File: src/rtl/mips_div_pkg.sv
// Shared constants for the multi-cycle DIV/DIVU unit.
// Provides FSM state codes and the ready/start level names.
package mips_div_pkg;

  localparam logic [1:0] DIV_FREE   = 2'b00;
  localparam logic [1:0] DIV_BYZERO = 2'b01;
  localparam logic [1:0] DIV_ON     = 2'b10;
  localparam logic [1:0] DIV_END    = 2'b11;

  localparam logic DIV_READY     = 1'b1;
  localparam logic DIV_NOT_READY = 1'b0;
  localparam logic DIV_START     = 1'b1;
  localparam logic DIV_STOP      = 1'b0;

endpackage

File: src/rtl/mips_div_step.sv
// One combinational restoring-division step.
// Ports: i_work {rem,quo}, i_divisor -> o_work (next {rem,quo}).
module mips_div_step #(
  parameter int W = 32
) (
  input  logic [2*W:0]  i_work,
  input  logic [W-1:0]  i_divisor,
  output logic [2*W:0]  o_work
);

  logic [2*W:0] w_shift;
  logic [W:0]   w_trial;

  assign w_shift = {i_work[2*W-1:0], 1'b0};
  assign w_trial = w_shift[2*W:W] - {1'b0, i_divisor};

  // Partial remainder stays below 2*divisor, so
  // trial bit W is a reliable borrow flag.
  always_comb begin
    o_work = w_shift;
    if (!w_trial[W])
      o_work = {w_trial, w_shift[W-1:1], 1'b1};
    else
      o_work = {w_shift[2*W:W], w_shift[W-1:1], 1'b0};
  end

endmodule

File: src/rtl/mips_div.sv
// Radix-2 restoring divider for DIV/DIVU beside EX.
// Ports: operands/sign/start/annul in; {rem,quo} result_o, ready_o out.
module mips_div
  import mips_div_pkg::*;
#(
  parameter int DATA_WIDTH = 32,
  parameter int CNT_WIDTH  = 6
) (
  input  logic                    clk,
  input  logic                    rst_n,
  input  logic                    signed_div_i,
  input  logic [DATA_WIDTH-1:0]   opdata1_i,
  input  logic [DATA_WIDTH-1:0]   opdata2_i,
  input  logic                    start_i,
  input  logic                    annul_i,
  output logic [2*DATA_WIDTH-1:0] result_o,
  output logic                    ready_o
);

  localparam int W = DATA_WIDTH;

  logic [1:0]           r_state;
  logic [CNT_WIDTH-1:0] r_cnt;
  logic [2*W:0]         r_work;
  logic [W-1:0]         r_divisor;
  logic                 r_neg_q;
  logic                 r_neg_r;

  logic [W-1:0] w_op1_abs;
  logic [W-1:0] w_op2_abs;
  logic [2*W:0] w_next;
  logic [W-1:0] w_quo;
  logic [W-1:0] w_rem;
  logic         w_last;
  logic         w_go;
  logic         w_stop;

  assign w_op1_abs = (signed_div_i && opdata1_i[W-1])
                   ? -opdata1_i : opdata1_i;
  assign w_op2_abs = (signed_div_i && opdata2_i[W-1])
                   ? -opdata2_i : opdata2_i;

  mips_div_step #(.W(W)) u_step (
    .i_work    (r_work),
    .i_divisor (r_divisor),
    .o_work    (w_next)
  );

  // Remainder sign follows the dividend.
  assign w_quo  = r_neg_q ? -w_next[W-1:0]   : w_next[W-1:0];
  assign w_rem  = r_neg_r ? -w_next[2*W-1:W] : w_next[2*W-1:W];
  assign w_last = (r_cnt == CNT_WIDTH'(W - 1));
  assign w_go   = (start_i == DIV_START) && !annul_i;
  assign w_stop = (start_i == DIV_STOP) || annul_i;

  always_ff @(posedge clk or negedge rst_n) begin
    if (!rst_n) begin
      r_state   <= DIV_FREE;
      r_cnt     <= '0;
      r_work    <= '0;
      r_divisor <= '0;
      r_neg_q   <= 1'b0;
      r_neg_r   <= 1'b0;
      result_o  <= '0;
      ready_o   <= DIV_NOT_READY;
    end else begin
      unique case (r_state)
        DIV_FREE: begin
          result_o <= '0;
          ready_o  <= DIV_NOT_READY;
          if (w_go) begin
            if (opdata2_i == '0) begin
              r_state <= DIV_BYZERO;
            end else begin
              r_state   <= DIV_ON;
              r_cnt     <= '0;
              r_work    <= {{(W+1){1'b0}}, w_op1_abs};
              r_divisor <= w_op2_abs;
              r_neg_q   <= signed_div_i
                         & (opdata1_i[W-1] ^ opdata2_i[W-1]);
              r_neg_r   <= signed_div_i & opdata1_i[W-1];
            end
          end
        end
        DIV_BYZERO: begin
          r_state  <= DIV_END;
          result_o <= '0;
          ready_o  <= DIV_READY;
        end
        DIV_ON: begin
          if (w_stop) begin
            r_state  <= DIV_FREE;
            r_cnt    <= '0;
            result_o <= '0;
            ready_o  <= DIV_NOT_READY;
          end else begin
            r_work <= w_next;
            r_cnt  <= r_cnt + 1'b1;
            if (w_last) begin
              result_o <= {w_rem, w_quo};
              ready_o  <= DIV_READY;
              r_state  <= DIV_END;
            end
          end
        end
        DIV_END: begin
          if (w_stop) begin
            r_state  <= DIV_FREE;
            r_cnt    <= '0;
            result_o <= '0;
            ready_o  <= DIV_NOT_READY;
          end
        end
        default: r_state <= DIV_FREE;
      endcase
    end
  end

endmodule

File: config.mk
export PLATFORM = sky130hd
export DESIGN_NAME = mips_div
export DESIGN_NICKNAME = d
export VERILOG_FILES = /design/src/rtl/mips_div_pkg.sv /design/src/rtl/mips_div_step.sv /design/src/rtl/mips_div.sv
export SDC_FILE = /design/constraint.sdc
export NUM_CORES = 1
export LEC_CHECK = 0
export BUFFER_PORTS_ARGS = -buffer_cell sky130_fd_sc_hd__buf_4
export CORE_MARGIN = 2
export CORE_UTILIZATION = 35
export DETAILED_ROUTE_END_ITERATION = 7
export PLACE_DENSITY = 0.59
export SYNTH_ARGS = -nofsm -noshare
export SYNTH_HDL_FRONTEND = slang
export SYNTH_SLANG_ARGS = --single-unit
File: constraint.sdc
create_clock -name clk -period 9.94 [get_ports clk]
set_input_delay 0.497 -clock clk [delete_from_list [all_inputs] [get_ports clk]]
set_output_delay 0.497 -clock clk [all_outputs]
set_load 0.05 [all_outputs]
==> impl_metrics.env <==
export IMPL_status="finished, final reports clean"
export IMPL_core_region_area_mm2=0.0354
export IMPL_clockBufferDepth=2
export IMPL_cts_buffers_inserted=17
export IMPL_final_antenna_net_count=0
export IMPL_drt_total_wl_um=38000
export IMPL_routed_top_layer="met4"
export IMPL_synth_cells=1562
export IMPL_viasPerCell=5.49
export IMPL_hold_viol=0
export IMPL_start_kind="flop"
export IMPL_skew_ns=0.0170
export IMPL_synth_nets=1673
export IMPL_finalSetupViolations=0
export IMPL_synth_adder_area_share_pct=4.26
export IMPL_final_util_pct=40.7
export IMPL_ios=134
export IMPL_grt_ovfl_total=0
export IMPL_ir_drop_mv=0.110
export IMPL_drive_gt1_share_pct=13.3
export IMPL_areaGrowthSynthToFinish_pct=14.9
export IMPL_min_path_type="primary input to flop"
export IMPL_grt_start_max_net_pins=97
export IMPL_grt_pass1_vias=10690
export IMPL_synth_simple_area_share_pct=20.7
export IMPL_worstRegToRegCells=19
export IMPL_cap_violations=0
export IMPL_fp_dieW_um=193
export IMPL_clkPwrFrac_pct=20.2
export IMPL_cts_sinks=171
export IMPL_drt_wirelength_per_cell_um=18.0
export IMPL_synth_xor_area_share_pct=8.88
export IMPL_drv_slew=0
export IMPL_num_vias=11604
export IMPL_cts_root_buf="clkbuf_16"
export IMPL_grt_pass1_wl_um=58800
export IMPL_fin_crit_sh_pct=50.1
export IMPL_drcViolationCount=0
export IMPL_wirelength_met1_um=17000
export IMPL_powerDensity_mw_per_mm2=230
export IMPL_synth_cell_types=87
export IMPL_cellLeakagePower_nw=6.26
export IMPL_rr_endpoint="result_o[62]"
export IMPL_postCtsSetupBuffers=0
export IMPL_hold_depth=2
export IMPL_p_sw_mw=1.53
export IMPL_synth_ff_latch_count=171
export IMPL_avgSynthCellArea_um2=8.02
export IMPL_first_pass_iters=5
export IMPL_synth_seq_area_share_pct=34.2
export IMPL_dpl_hpwl_um=28700
export IMPL_power_frac_comb_pct=48.9
export IMPL_crit_fanout=49
export IMPL_hold_end="r_divisor[31]"
export IMPL_cts_resized_gates=0
export IMPL_relSlewSlack_pct=30.3
export IMPL_switching_share_pct=46.4
export IMPL_grtUsageTotal_pct=20.4
export IMPL_dpl_cell_count=2081
export IMPL_p_int_mw=1.78
export IMPL_worst_pin_slew_ns=1.04
export IMPL_gp_congestion=0.937
export IMPL_clock_latency_ns=0.45
export IMPL_synth_top_family_by_area="compound AO/OA/AOI/OAI gates"
export IMPL_crit_start="r_work[31]"
export IMPL_synth_warnings=0
export IMPL_fin_nets=1751
export IMPL_crit_required_ns=10.26
export IMPL_synth_ff_type="dfrtp_1"
export IMPL_hold_path_startpoint="opdata2_i[31]"
export IMPL_pwr_share_seq_pct=31.0
export IMPL_crit_arrival_ns=5.31
export IMPL_max_freq_mhz=201
export IMPL_htreeDepth=4
export IMPL_rr_startpoint="r_work[31]"
export IMPL_grt_antenna_before_repair=0
export IMPL_num_rows=69
export IMPL_antenna_cells=0
export IMPL_place_ws_ns=5.04
export IMPL_cts_tree="built"
export IMPL_port_buffers=133
export IMPL_synth_area_mm2=0.0125
export IMPL_critPathKind="flop to flop"
export IMPL_layout_cells_non_filler=2113
export IMPL_period_minus_slack_ns=4.98
export IMPL_r2r_slack_ns=4.96
export IMPL_synth_compound_area_share_pct=24.9
export IMPL_synth_edff_count=0
export IMPL_die_area_mm2=0.0373
export IMPL_finalSetupTns_ns=0
export IMPL_path_clk_slew_ns=0.07
export IMPL_dieHeight_um=193
export IMPL_wl_met3_um=1650
export IMPL_initialDrtViolationCount=761
export IMPL_grt_setup_unrepaired="no"
export IMPL_synthArstFlopShare_pct=100
export IMPL_routed_wl_met2_um=18200
export IMPL_endpoint_kind="flop"
export IMPL_holdBufCountCts=1
export IMPL_muxShareOfSynthArea_pct=2.37
export IMPL_initial_core_util_pct=35.4
export IMPL_fin_ws_ns=4.96
power by group through the flow:
stage | combinational (mW) | clock [mW] | sequential, mW
floorplan | 1.13 | 0 | 1.06
global placement | 1.59 | 0 | 1.03
detailed placement | 1.61 | 0 | 1.04
CTS | 1.62 | 0.682 | 1.02
global route | 1.79 | 0.712 | 1.05
finish | 1.62 | 0.668 | 1.03
synth_stat cells (6+ instances only):
master | number | area, um^2
dfrtp_1 | 171 | 4280
o41ai_1 | 9 | 78.8
xnor2_1 | 66 | 578
buf_2 | 23 | 115
ha_1 | 41 | 513
nor2_1 | 137 | 514
inv_1 | 56 | 210
o31ai_1 | 41 | 308
a21o_1 | 15 | 113
o211ai_1 | 10 | 75.1
a211oi_1 | 8 | 60.1
o21ai_0 | 163 | 816
a21oi_1 | 134 | 671
o41ai_2 | 6 | 97.6
or3_1 | 26 | 163
and2_1 | 6 | 37.5
and4_1 | 7 | 61.3
xor2_1 | 61 | 534
nand4_1 | 11 | 68.8
nor2b_1 | 7 | 43.8
nor4_1 | 16 | 100
or4_1 | 9 | 67.6
a31oi_1 | 12 | 75.1
clkbuf_1 | 51 | 191
o21ai_1 | 21 | 105
and3_1 | 6 | 37.5
nor3_1 | 33 | 165
buf_1 | 8 | 30.0
a22o_1 | 7 | 61.3
nand2b_1 | 17 | 106
mux2i_1 | 24 | 240
or2_2 | 6 | 37.5
nand2_1 | 234 | 878
nand3_1 | 17 | 85.1
kinds of logic after synthesis:
| group | Yosys count |
|---|---|
| fa+ha+maj | 42 |
| flops | 171 |
| buf+inv | 142 |
| mux | 29 |
| compound gates | 493 |
| simple gates | 558 |
| xor+xnor | 127 |
routing by layer:
| metal | track usage [%] | vias to the layer above |
|---|---|---|
| met4 | 7.75 | 0 |
| met3 | 2.81 | 64 |
| met1 | 27.0 | 5501 |
| li1 | - | 5725 |
| met5 | 0 | - |
| met2 | 33.7 | 314 |
worst max-delay path by stage:
stage / endpoint / slack (ns) / cells past startpoint
after floorplan: result_o[62] / 5.46 / 23
after global placement: result_o[62] / 5.14 / 19
after detailed placement: result_o[62] / 5.04 / 19
after CTS: result_o[62] / 5.04 / 19
after global routing: result_o[26] / 4.63 / 19
final: result_o[62] / 4.96 / 19
area by class of cell:
type,instances,area (um^2)
fill,3627,21000
multi-input combinational,1249,7660
sequential,171,4280
timing repair buffer,144,1090
tap,461,577
clock buffer,19,443
inverter,57,214
clock inverter,12,126
state kept, by name (all words and copies together) (netlist names):
signal,cells
r_neg_q,1
result_o,64
r_neg_r,1
ready_o,1
r_cnt,6
r_state,2
r_divisor,32
r_work,64
worst max-delay path, stage by stage, from the launching register on:
cell and delay, ns:
dfrtp_1 0.43, inv_1 0.10, ha_1 0.16, inv_1 0.07, fa_1 0.43, a211oi_4 0.35
o211ai_2 0.15, nand3_1 0.13, nand2_2 0.08, a221o_2 0.44, nand2_4 0.50, inv_2 0.19
mux2i_1 0.29, ha_1 0.29, and4_1 0.21, a41oi_1 0.06, a211o_1 0.38, o41ai_2 0.32
xor2_1 0.18, o21ai_1 0.07
cell usage in the layout, fill, tap and decap left out, types with 6 or more instances in the layout:
master | Yosys | layout
a21o_1 | 15 | 15
nand2b_1 | 17 | 17
nand3_1 | 17 | 17
nor2b_1 | 7 | 7
or4_1 | 9 | 9
nand4_1 | 11 | 11
o41ai_2 | 6 | 6
clkbuf_16 | 0 | 17
o21ai_1 | 21 | 21
a21oi_1 | 134 | 134
inv_1 | 56 | 56
and3_1 | 6 | 6
nand2_1 | 234 | 234
a31oi_1 | 12 | 12
xnor2_1 | 66 | 66
nor2_1 | 137 | 136
and2_1 | 6 | 6
a22o_1 | 7 | 7
xor2_1 | 61 | 61
o211ai_1 | 10 | 10
ha_1 | 41 | 40
mux2i_1 | 24 | 24
o31ai_1 | 41 | 41
nor4_1 | 16 | 16
o21ai_0 | 163 | 162
nor3_1 | 33 | 33
or3_1 | 26 | 26
dfrtp_1 | 171 | 171
o41ai_1 | 9 | 9
buf_4 | 1 | 142
or2_2 | 6 | 6
and4_1 | 7 | 7
a211oi_1 | 8 | 8
stage by stage:
stage	area (um^2)	power [mW]	hold WS, ns
after floorplan	12500	2.19	0.201
after global placement	13800	2.62	0.461
after detailed placement	13800	2.65	0.471
after CTS	14400	3.32	0.360
after global routing	14400	3.55	0.360
final	14400	3.31	0.368
No activity file was read; power rests on OpenSTA's default activity.
